$ cat config.mk
export PLATFORM = sky130hd
export DESIGN_NAME = dsp_mac_scheduler
export DESIGN_NICKNAME = d
export VERILOG_FILES = /design/src/rtl/dsp_mac_scheduler.sv
export SDC_FILE = /design/constraint.sdc
export NUM_CORES = 1
export LEC_CHECK = 0
export BUFFER_PORTS_ARGS = -buffer_cell sky130_fd_sc_hd__buf_2
export CORE_ASPECT_RATIO = 2
export CORE_UTILIZATION = 35
export DETAILED_ROUTE_END_ITERATION = 7
export PLACE_DENSITY = 0.76
export SLEW_MARGIN = 20
export SYNTH_ARGS = -nofsm -noshare
export SYNTH_HDL_FRONTEND = slang
export SYNTH_SLANG_ARGS = --single-unit
export TNS_END_PERCENT = 100
$ cat constraint.sdc
create_clock -name clk_i -period 5.1 [get_ports clk_i]
set_input_delay 0.765 -clock clk_i [delete_from_list [all_inputs] [get_ports clk_i]]
set_output_delay 0.765 -clock clk_i [all_outputs]
set_load 0.005 [all_outputs]
$ cat src/rtl/dsp_mac_scheduler.sv
// Round-robin scheduler sharing one QL_DSPV2 MAC between NREQ dot-product requester streams.
// Optional build macro DSP_SCHED_TIMEOUT_EN aborts a job whose requester stalls for TIMEOUT cycles.
module dsp_mac_scheduler #(
  parameter int NREQ    = 4,
  parameter int DSP_LAT = 1,
  parameter int TIMEOUT = 255
) (
  input  logic                     clk_i,
  input  logic                     rst_ni,
  input  logic [NREQ-1:0]          req_valid_i,
  output logic [NREQ-1:0]          req_ready_o,
  input  logic [NREQ-1:0]          req_last_i,
  input  logic [NREQ*20-1:0]       req_a_i,
  input  logic [NREQ*18-1:0]       req_b_i,
  output logic [19:0]              dsp_a_o,
  output logic [17:0]              dsp_b_o,
  output logic                     dsp_load_acc_o,
  output logic                     dsp_acc_reset_o,
  output logic [2:0]               dsp_feedback_o,
  output logic [2:0]               dsp_output_select_o,
  input  logic [37:0]              dsp_z_i,
  output logic                     res_valid_o,
  input  logic                     res_ready_i,
  output logic [37:0]              res_z_o,
  output logic [$clog2(NREQ)-1:0]  res_id_o,
  output logic                     res_err_o
);

  localparam int IDW = $clog2(NREQ);
  localparam logic [1:0] S_IDLE  = 2'd0;
  localparam logic [1:0] S_RUN   = 2'd1;
  localparam logic [1:0] S_DRAIN = 2'd2;
  localparam logic [1:0] S_RESP  = 2'd3;
  localparam logic [IDW:0]   NREQ_W  = (IDW+1)'(NREQ);
  localparam logic [IDW-1:0] LAST_ID = IDW'(NREQ-1);
  localparam logic [2:0]     LAT_W   = 3'(DSP_LAT);

  if (NREQ < 2 || NREQ > 8 || DSP_LAT < 1 || DSP_LAT > 4 || TIMEOUT < 1 || TIMEOUT > 65535)
  begin : g_param_check
    $error("dsp_mac_scheduler: parameter out of range");
  end

  logic [1:0]     state_q, state_d;
  logic [IDW-1:0] gnt_id_q, gnt_id_d;
  logic [IDW-1:0] rr_ptr_q, rr_ptr_d;
  logic [2:0]     cnt_q, cnt_d;
  logic [19:0]    dsp_a_q, dsp_a_d;
  logic [17:0]    dsp_b_q, dsp_b_d;
  logic           dsp_load_acc_q, dsp_load_acc_d;
  logic           dsp_acc_reset_q, dsp_acc_reset_d;
  logic           res_valid_q, res_valid_d;
  logic [37:0]    res_z_q, res_z_d;
  logic [IDW-1:0] res_id_q, res_id_d;
`ifdef DSP_SCHED_TIMEOUT_EN
  localparam logic [15:0] TO_M1 = 16'(TIMEOUT - 1);
  logic [15:0]    stall_q, stall_d;
  logic           res_err_q, res_err_d;
`endif

  logic [19:0]    a_arr [NREQ];
  logic [17:0]    b_arr [NREQ];
  logic           sel_found, in_idle, grant_act, beat_acc, beat_last;
  logic [IDW-1:0] sel_id, cur_id;
  logic [IDW:0]   cand;

  for (genvar gi = 0; gi < NREQ; gi++) begin : g_unpack
    assign a_arr[gi] = req_a_i[20*gi +: 20];
    assign b_arr[gi] = req_b_i[18*gi +: 18];
  end

  // Search starts at rr_ptr and wraps, so the last served requester is checked last.
  always_comb begin
    sel_found = 1'b0;
    sel_id    = '0;
    cand      = '0;
    for (int k = 0; k < NREQ; k++) begin
      cand = {1'b0, rr_ptr_q} + (IDW+1)'(k);
      if (cand >= NREQ_W) cand = cand - NREQ_W;
      if (!sel_found && req_valid_i[cand[IDW-1:0]]) begin
        sel_found = 1'b1;
        sel_id    = cand[IDW-1:0];
      end
    end
  end

  assign in_idle   = (state_q == S_IDLE);
  assign cur_id    = in_idle ? sel_id : gnt_id_q;
  // Ready is combinational in IDLE; gating with rst_ni keeps it low throughout reset.
  assign grant_act = rst_ni && ((in_idle && sel_found) || (state_q == S_RUN));
  assign beat_acc  = grant_act && req_valid_i[cur_id];
  assign beat_last = req_last_i[cur_id];

  for (genvar gi = 0; gi < NREQ; gi++) begin : g_ready
    assign req_ready_o[gi] = grant_act && (cur_id == IDW'(gi));
  end

  always_comb begin
    state_d         = state_q;
    gnt_id_d        = gnt_id_q;
    rr_ptr_d        = rr_ptr_q;
    cnt_d           = cnt_q;
    dsp_a_d         = dsp_a_q;
    dsp_b_d         = dsp_b_q;
    dsp_load_acc_d  = beat_acc;
    dsp_acc_reset_d = beat_acc && in_idle;
    res_valid_d     = res_valid_q;
    res_z_d         = res_z_q;
    res_id_d        = res_id_q;
`ifdef DSP_SCHED_TIMEOUT_EN
    stall_d         = '0;
    res_err_d       = res_err_q;
`endif
    if (beat_acc) begin
      dsp_a_d = a_arr[cur_id];
      dsp_b_d = b_arr[cur_id];
    end
    case (state_q)
      S_IDLE: begin
        if (beat_acc) begin
          gnt_id_d = sel_id;
          state_d  = S_RUN;
          if (beat_last) begin
            state_d = S_DRAIN;
            cnt_d   = LAT_W;
          end
        end
      end
      S_RUN: begin
        if (beat_acc) begin
          if (beat_last) begin
            state_d = S_DRAIN;
            cnt_d   = LAT_W;
          end
        end
`ifdef DSP_SCHED_TIMEOUT_EN
        else if (stall_q == TO_M1) begin
          state_d         = S_RESP;
          dsp_acc_reset_d = 1'b1;
          res_valid_d     = 1'b1;
          res_err_d       = 1'b1;
          res_z_d         = '0;
          res_id_d        = gnt_id_q;
        end else begin
          stall_d = stall_q + 16'd1;
        end
`endif
      end
      S_DRAIN: begin
        if (cnt_q == 3'd0) begin
          state_d     = S_RESP;
          res_valid_d = 1'b1;
          res_z_d     = dsp_z_i;
          res_id_d    = gnt_id_q;
`ifdef DSP_SCHED_TIMEOUT_EN
          res_err_d   = 1'b0;
`endif
        end else begin
          cnt_d = cnt_q - 3'd1;
        end
      end
      S_RESP: begin
        if (res_ready_i) begin
          state_d     = S_IDLE;
          res_valid_d = 1'b0;
          rr_ptr_d    = (gnt_id_q == LAST_ID) ? '0 : gnt_id_q + IDW'(1);
`ifdef DSP_SCHED_TIMEOUT_EN
          res_err_d   = 1'b0;
`endif
        end
      end
      default: state_d = S_IDLE;
    endcase
  end

  always_ff @(posedge clk_i or negedge rst_ni) begin
    if (!rst_ni) begin
      state_q         <= S_IDLE;
      gnt_id_q        <= '0;
      rr_ptr_q        <= '0;
      cnt_q           <= '0;
      dsp_a_q         <= '0;
      dsp_b_q         <= '0;
      dsp_load_acc_q  <= 1'b0;
      dsp_acc_reset_q <= 1'b0;
      res_valid_q     <= 1'b0;
      res_z_q         <= '0;
      res_id_q        <= '0;
`ifdef DSP_SCHED_TIMEOUT_EN
      stall_q         <= '0;
      res_err_q       <= 1'b0;
`endif
    end else begin
      state_q         <= state_d;
      gnt_id_q        <= gnt_id_d;
      rr_ptr_q        <= rr_ptr_d;
      cnt_q           <= cnt_d;
      dsp_a_q         <= dsp_a_d;
      dsp_b_q         <= dsp_b_d;
      dsp_load_acc_q  <= dsp_load_acc_d;
      dsp_acc_reset_q <= dsp_acc_reset_d;
      res_valid_q     <= res_valid_d;
      res_z_q         <= res_z_d;
      res_id_q        <= res_id_d;
`ifdef DSP_SCHED_TIMEOUT_EN
      stall_q         <= stall_d;
      res_err_q       <= res_err_d;
`endif
    end
  end

  assign dsp_a_o             = dsp_a_q;
  assign dsp_b_o             = dsp_b_q;
  assign dsp_load_acc_o      = dsp_load_acc_q;
  assign dsp_acc_reset_o     = dsp_acc_reset_q;
  assign dsp_feedback_o      = 3'b000;
  assign dsp_output_select_o = 3'b001;
  assign res_valid_o         = res_valid_q;
  assign res_z_o             = res_z_q;
  assign res_id_o            = res_id_q;
`ifdef DSP_SCHED_TIMEOUT_EN
  assign res_err_o           = res_err_q;
`else
  assign res_err_o           = 1'b0;
`endif

endmodule

Yosys cells after proc, flatten, opt, wreduce, memory -nomap -nowiden
Cells that the tools add are included.

storage, ports and cells
  register bits after elaboration = 90
  latch bits = 0
  memory bits (writable) = 0
  bits in read-only memories = 0
  input port bits = 201
  output and inout port bits = 92
  logic and storage cells = 119
  memories = 0

cells by class
  add/subtract/negate cells = 9
  multiply operators = 0
  div/mod/pow operators = 0
  $lt $le $gt $ge = 10
  equal/unequal tests = 15
  shifts and indexed selects = 0
  mux-type cells = 46
  bitwise operators = 1
  reduce and logical (&&, ||, !) cells = 27

operators with widths
  operator                                                                  number
  20-bit binary-select mux with 2-bit select                                1
  20-bit two-way mux                                                        2
  18-bit binary-select mux with 2-bit select                                1
  18-bit two-way mux                                                        2
  2-bit two-way mux                                                         16
  2-bit by 3-bit < comparator with 1-bit output (second input constant)     5
  1-bit binary-select mux with 2-bit select                                 6
  3-bit greater-or-equal comparator (second input constant)                 4
  1-bit two-way mux                                                         12
  1-bit logical AND                                                         11
  2-bit equality test (second input constant)                               5
  2-bit inequality test (second input constant)                             5
  3-bit two-way mux                                                         3
  2-bit one-hot mux with 4 select lines                                     1
  2-bit by 1-bit subtractor with 2-bit output (second input constant)       4
  2-bit by 2-bit adder with 3-bit output (second input constant)            2
  2-bit by 1-bit inequality test with 1-bit output (second input constant)  3
  3-bit one-hot mux with 2 select lines                                     1
  2-bit AND reduction                                                       3
  5-bit AND reduction                                                       1
  2-bit by 1-bit equality test with 1-bit output (second input constant)    2
  2-bit logical NOT                                                         2
  4-bit AND reduction                                                       1
  2-bit nonzero test                                                        2
  11 further kinds                                                          13

Depth between registers and ports, before layout
  depth in word-level cells = 20
  mapped depth = 11
  mapped depth without buffers = 10

Worst setup path before layout
OpenSTA, ideal clock, no wires.

  path type = input-to-output
  start = input req_valid_i[0]
  end = output req_ready_o[1]
  arrival time = 2375 ps
  required time = 4335 ps
  slack = 1960 ps
  cell stages on the path = 8
  buffers on the path = 3
  cell sequence = buf_2 a21oi_1 o21a_1 o22ai_1 a41o_2 clkbuf_1 clkbuf_1 nor2b_1

on the way
  longest elaborated chain between the ends = 16
  elaborated cells on any way between the ends = 28
  those cells by class = eq/ne: 1; mux: 17; reduce/logical: 10

ends and longest elaborated chain
  element                                                                             line  source
  start, declared                                                                     10    input logic [NREQ-1:0] req_valid_i,
  branches (longest 15 deep; another with 1-bit binary-select mux with 2-bit select)  --
  1-bit logical AND *                                                                 94    assign req_ready_o[gi] = grant_act && (cur_id == IDW'(gi));
  end, declared                                                                       11    output logic [NREQ-1:0] req_ready_o,

Mark *: on every way between the ends. The select of a mux whose other input is x is not followed.

Final worst setup path
Ends and elaborated chain as after synthesis.

==> summary.txt <==
Run status
  – Status: finished clean

Place
  – Placed cell count: 834
  – DP HPWL: 10900 µm
  – IO Port Bufs: 285
  – Gpl congestion: 0.855
  – Post-placement cell area: 6160 µm²

Run
  – Max-Cap Viols: 0

Route
  – Max Used Layer: met4
  – Total Wirelength: 13800 µm
  – DRC violations left: 0
  – DR vias: 4487
  – WL met3: 928 µm
  – Final ANT Viol Nets: 0
  – Drt wl/cell: 16.3 µm
  – Met2 WL post-DR: 7330 µm
  – Met1 Wirelength: 5090 µm
  – DR iter-0 viols: 261
  – Via density: 5.28
  – DRT Pass-1 Iters: 7

Pwr
  – Design Power: 3.77 mW
  – LEAKAGE: 3.28 nW
  – Switch share: 37.8%
  – Gate power share: 49.2%
  – Reg power frac: 33.4%
  – Power Density: 584 nW/µm²
  – Clock share of power: 17.4%
  – NetSw: 1.42 mW
  – VDD IR max: 268 µV
  – Internal power: 2.34 mW

Clocking
  – CTS tree: yes
  – Post-CTS sizing: 0
  – CTS clk-pin slew, worst paths: 0.07 ns
  – TritonCTS Buffers: 9
  – Clock Latency Late Sink: 0.33 ns
  – Post-CTS Setup Inserts: 0
  – Deepest clock path buffer count: 2
  – CTS hold repair buffers: 0
  – Clock root buffer: clkbuf_16
  – # clock sinks: 90
  – H-tree depth: 3

Global route
  – First-pass GRT wire length: 20900 µm
  – Vias in the first global route: 4336
  – Antenna violations before repair: 1
  – Largest net degree at the start of global routing: 82
  – Gr ovfl total: 0
  – GRT Total Usage: 19.4%

STA
  – Max-slew violation count: 0
  – # setup viols final: 0
  – Setup TNS: 0 ns
  – WHS: 0.424 ns
  – Final Critical Period: 3.41 ns
  – Period utilisation layout: 66.9%
  – Clock Skew: 0.0105 ns
  – Worst slew pin tran: 0.919 ns
  – F_max: 293 MHz
  – Worst slew margin: 38.7%
  – Fin. Hold Viols: 0
  – RSZ-0062 raised after global routing: no

Floorplan
  – Number of core rows: 59
  – Initial Utilization: 35.7%
  – Die Ht: 165 µm
  – I/O pin cnt: 293
  – Die W: 83.4 µm
  – Core Box Area: 13000 µm²
  – Die area: 13800 µm²

Worst setup path
  – R2r worst-path depth: 10
  – WP data required: 4.34 ns
  – Data arrival, critical path: 2.64 ns
  – Crit. Startpoint: req_valid_i[0]
  – CP Max Fanout: 22
  – Setup crit start kind: input pin
  – Critical Path End: req_ready_o[1]
  – Crit. End Element: primary output
  – Crit Path Class: in2out
  – R2r startpoint: state_q[1]
  – Critical R2R Capture: cnt_q[0]
  – R2R setup slack: 2.01 ns

Yosys
  – Number of flops mapped to enable cells by yosys: 0
  – Syn Inst Count: 429
  – Post-synthesis sequential area ratio: 48.5%
  – Yosys reg bits: 90
  – Area of the mapped netlist: 4640 µm²
  – Post-synth ARST share: 100%
  – Syn avg cell area: 10.8 µm²
  – YS warnings: 0
  – Netlist cell types: 45
  – Main flop type after synthesis: dfrtp_1

Cells and area
  – Final instance area: 6450 µm²
  – Syn-to-layout area delta: 39.0%
  – Layout filler cell count: 1238
  – Finished Layout Cells: 850
  – Share of post-route cells with drive strength above 1: 51.1%
  – Nets: 902

Min path
  – HP Class: in2async
[per-stage QoR]
stage                     util [%]  setup WS, ns
after floorplan                  -          1.96
after global placement        47.4          1.73
after detailed placement      47.4          1.70
after CTS                     49.6          1.68
after global routing          49.7          1.49
final                         49.7          1.69
[placed cells by master (no fill, tap or decap), types with 2 or more instances in the layout]
master / netlist / layout
o21ai_0: 46 / 45
nor3b_1: 3 / 3
inv_1: 12 / 12
mux2i_1: 2 / 2
dfrtp_1: 90 / 90
clkinvlp_4: 0 / 2
o41ai_1: 3 / 3
conb_1: 2 / 7
nor2_1: 8 / 8
nor4_1: 3 / 3
a21oi_1: 6 / 6
nand2_1: 48 / 48
a222oi_1: 38 / 38
buf_4: 7 / 8
a21o_1: 2 / 2
clkbuf_16: 0 / 9
buf_2: 2 / 284
a21boi_0: 39 / 39
o2bb2ai_1: 3 / 3
nor2b_1: 8 / 8
mux2_2: 41 / 41
o21a_1: 2 / 2
o32a_1: 2 / 2
ha_1: 8 / 8
[power by group through the flow]
| stage | clock network [mW] | logic [mW] | registers [mW] |
|---|---|---|---|
| floorplan | 0 | 1.15 | 1.26 |
| global placement | 0 | 1.83 | 1.26 |
| detailed placement | 0 | 1.88 | 1.27 |
| CTS | 0.681 | 1.88 | 1.26 |
| global route | 0.704 | 2.06 | 1.30 |
| finish | 0.656 | 1.85 | 1.26 |
[synthesized netlist by cell type, types with 2 or more instances]
cell type / instances / area share [%]
o32a_1: 2 / 0.43
conb_1: 2 / 0.16
buf_4: 7 / 1.1
inv_1: 12 / 0.97
a21oi_1: 6 / 0.65
o21a_1: 2 / 0.32
clkbuf_1: 30 / 2.4
nor4_1: 3 / 0.40
nor2_1: 8 / 0.65
ha_1: 8 / 2.2
buf_6: 2 / 0.49
mux2_2: 41 / 9.9
o2bb2ai_1: 3 / 0.57
a21o_1: 2 / 0.32
nor3b_1: 3 / 0.49
dfrtp_1: 90 / 49
o41ai_1: 3 / 0.57
a222oi_1: 38 / 8.2
clkbuf_4: 2 / 0.32
mux2i_1: 2 / 0.43
nor2b_1: 8 / 1.1
nand2_1: 48 / 3.9
buf_2: 2 / 0.22
a21boi_0: 39 / 6.3
o21ai_0: 46 / 5.0
[critical path, cell delays in order]
cell	delay, ns
buf_2	0.17
a21oi_1	0.09
o21a_1	0.18
o22ai_1	0.34
a41o_2	0.47
buf_4	0.33
nor2b_1	0.16
buf_2	0.13
[per-layer routing]
layer  track usage (%)  vias to the layer above
li1                  -                     2134
met1              20.6                     2064
met2              35.5                      254
met3              3.90                       35
met4              10.7                        0
met5                 0                        -
[flip-flops by register name, summed over array words and instances (netlist names), 2 cells and up]
signal	count
dsp_b_o	18
dsp_a_o	20
res_z_o	38
cnt_q	3
rr_ptr_q	2
state_q	2
res_id_o	2
gnt_id_q	2
[worst min path at each step]
stage,startpoint,end,slack [ns],cells past startpoint
6_report,rst_ni,rr_ptr_q[1],0.42,1
5_1_grt,rst_ni,rr_ptr_q[1],0.47,1
4_1_cts,rst_ni,rr_ptr_q[1],0.44,1
3_5_place_dp,dsp_b_o[15],dsp_b_o[15],0.46,2
3_3_place_gp,dsp_a_o[2],dsp_a_o[2],0.46,2
2_1_floorplan,rst_ni,cnt_q[0],0.47,0
[logic make-up after synthesis]
| kind of cell | after synthesis | synth area share (%) |
|---|---|---|
| AO/OA/AOI/OAI | 154 | 24.9 |
| flip-flops | 90 | 48.5 |
| other | 2 | 0.162 |
| adder cells (fa/ha/maj) | 8 | 2.16 |
| buffers and inverters | 56 | 5.66 |
| multiplexers | 46 | 11.8 |
| AND/OR/NAND/NOR | 73 | 6.90 |
[cell type report]
cell class,count,area (µm²),share of cell area (%)
tap,152,190,2.95
clock buffer,9,225,3.49
antenna,1,2.50,0.0388
clock inverter,6,67.6,1.05
multi-input combinational,288,2190,33.9
inverter,12,45.0,0.698
sequential,90,2250,34.9
timing repair buffer,292,1480,23.0
No activity file was read; power rests on OpenSTA's default activity.
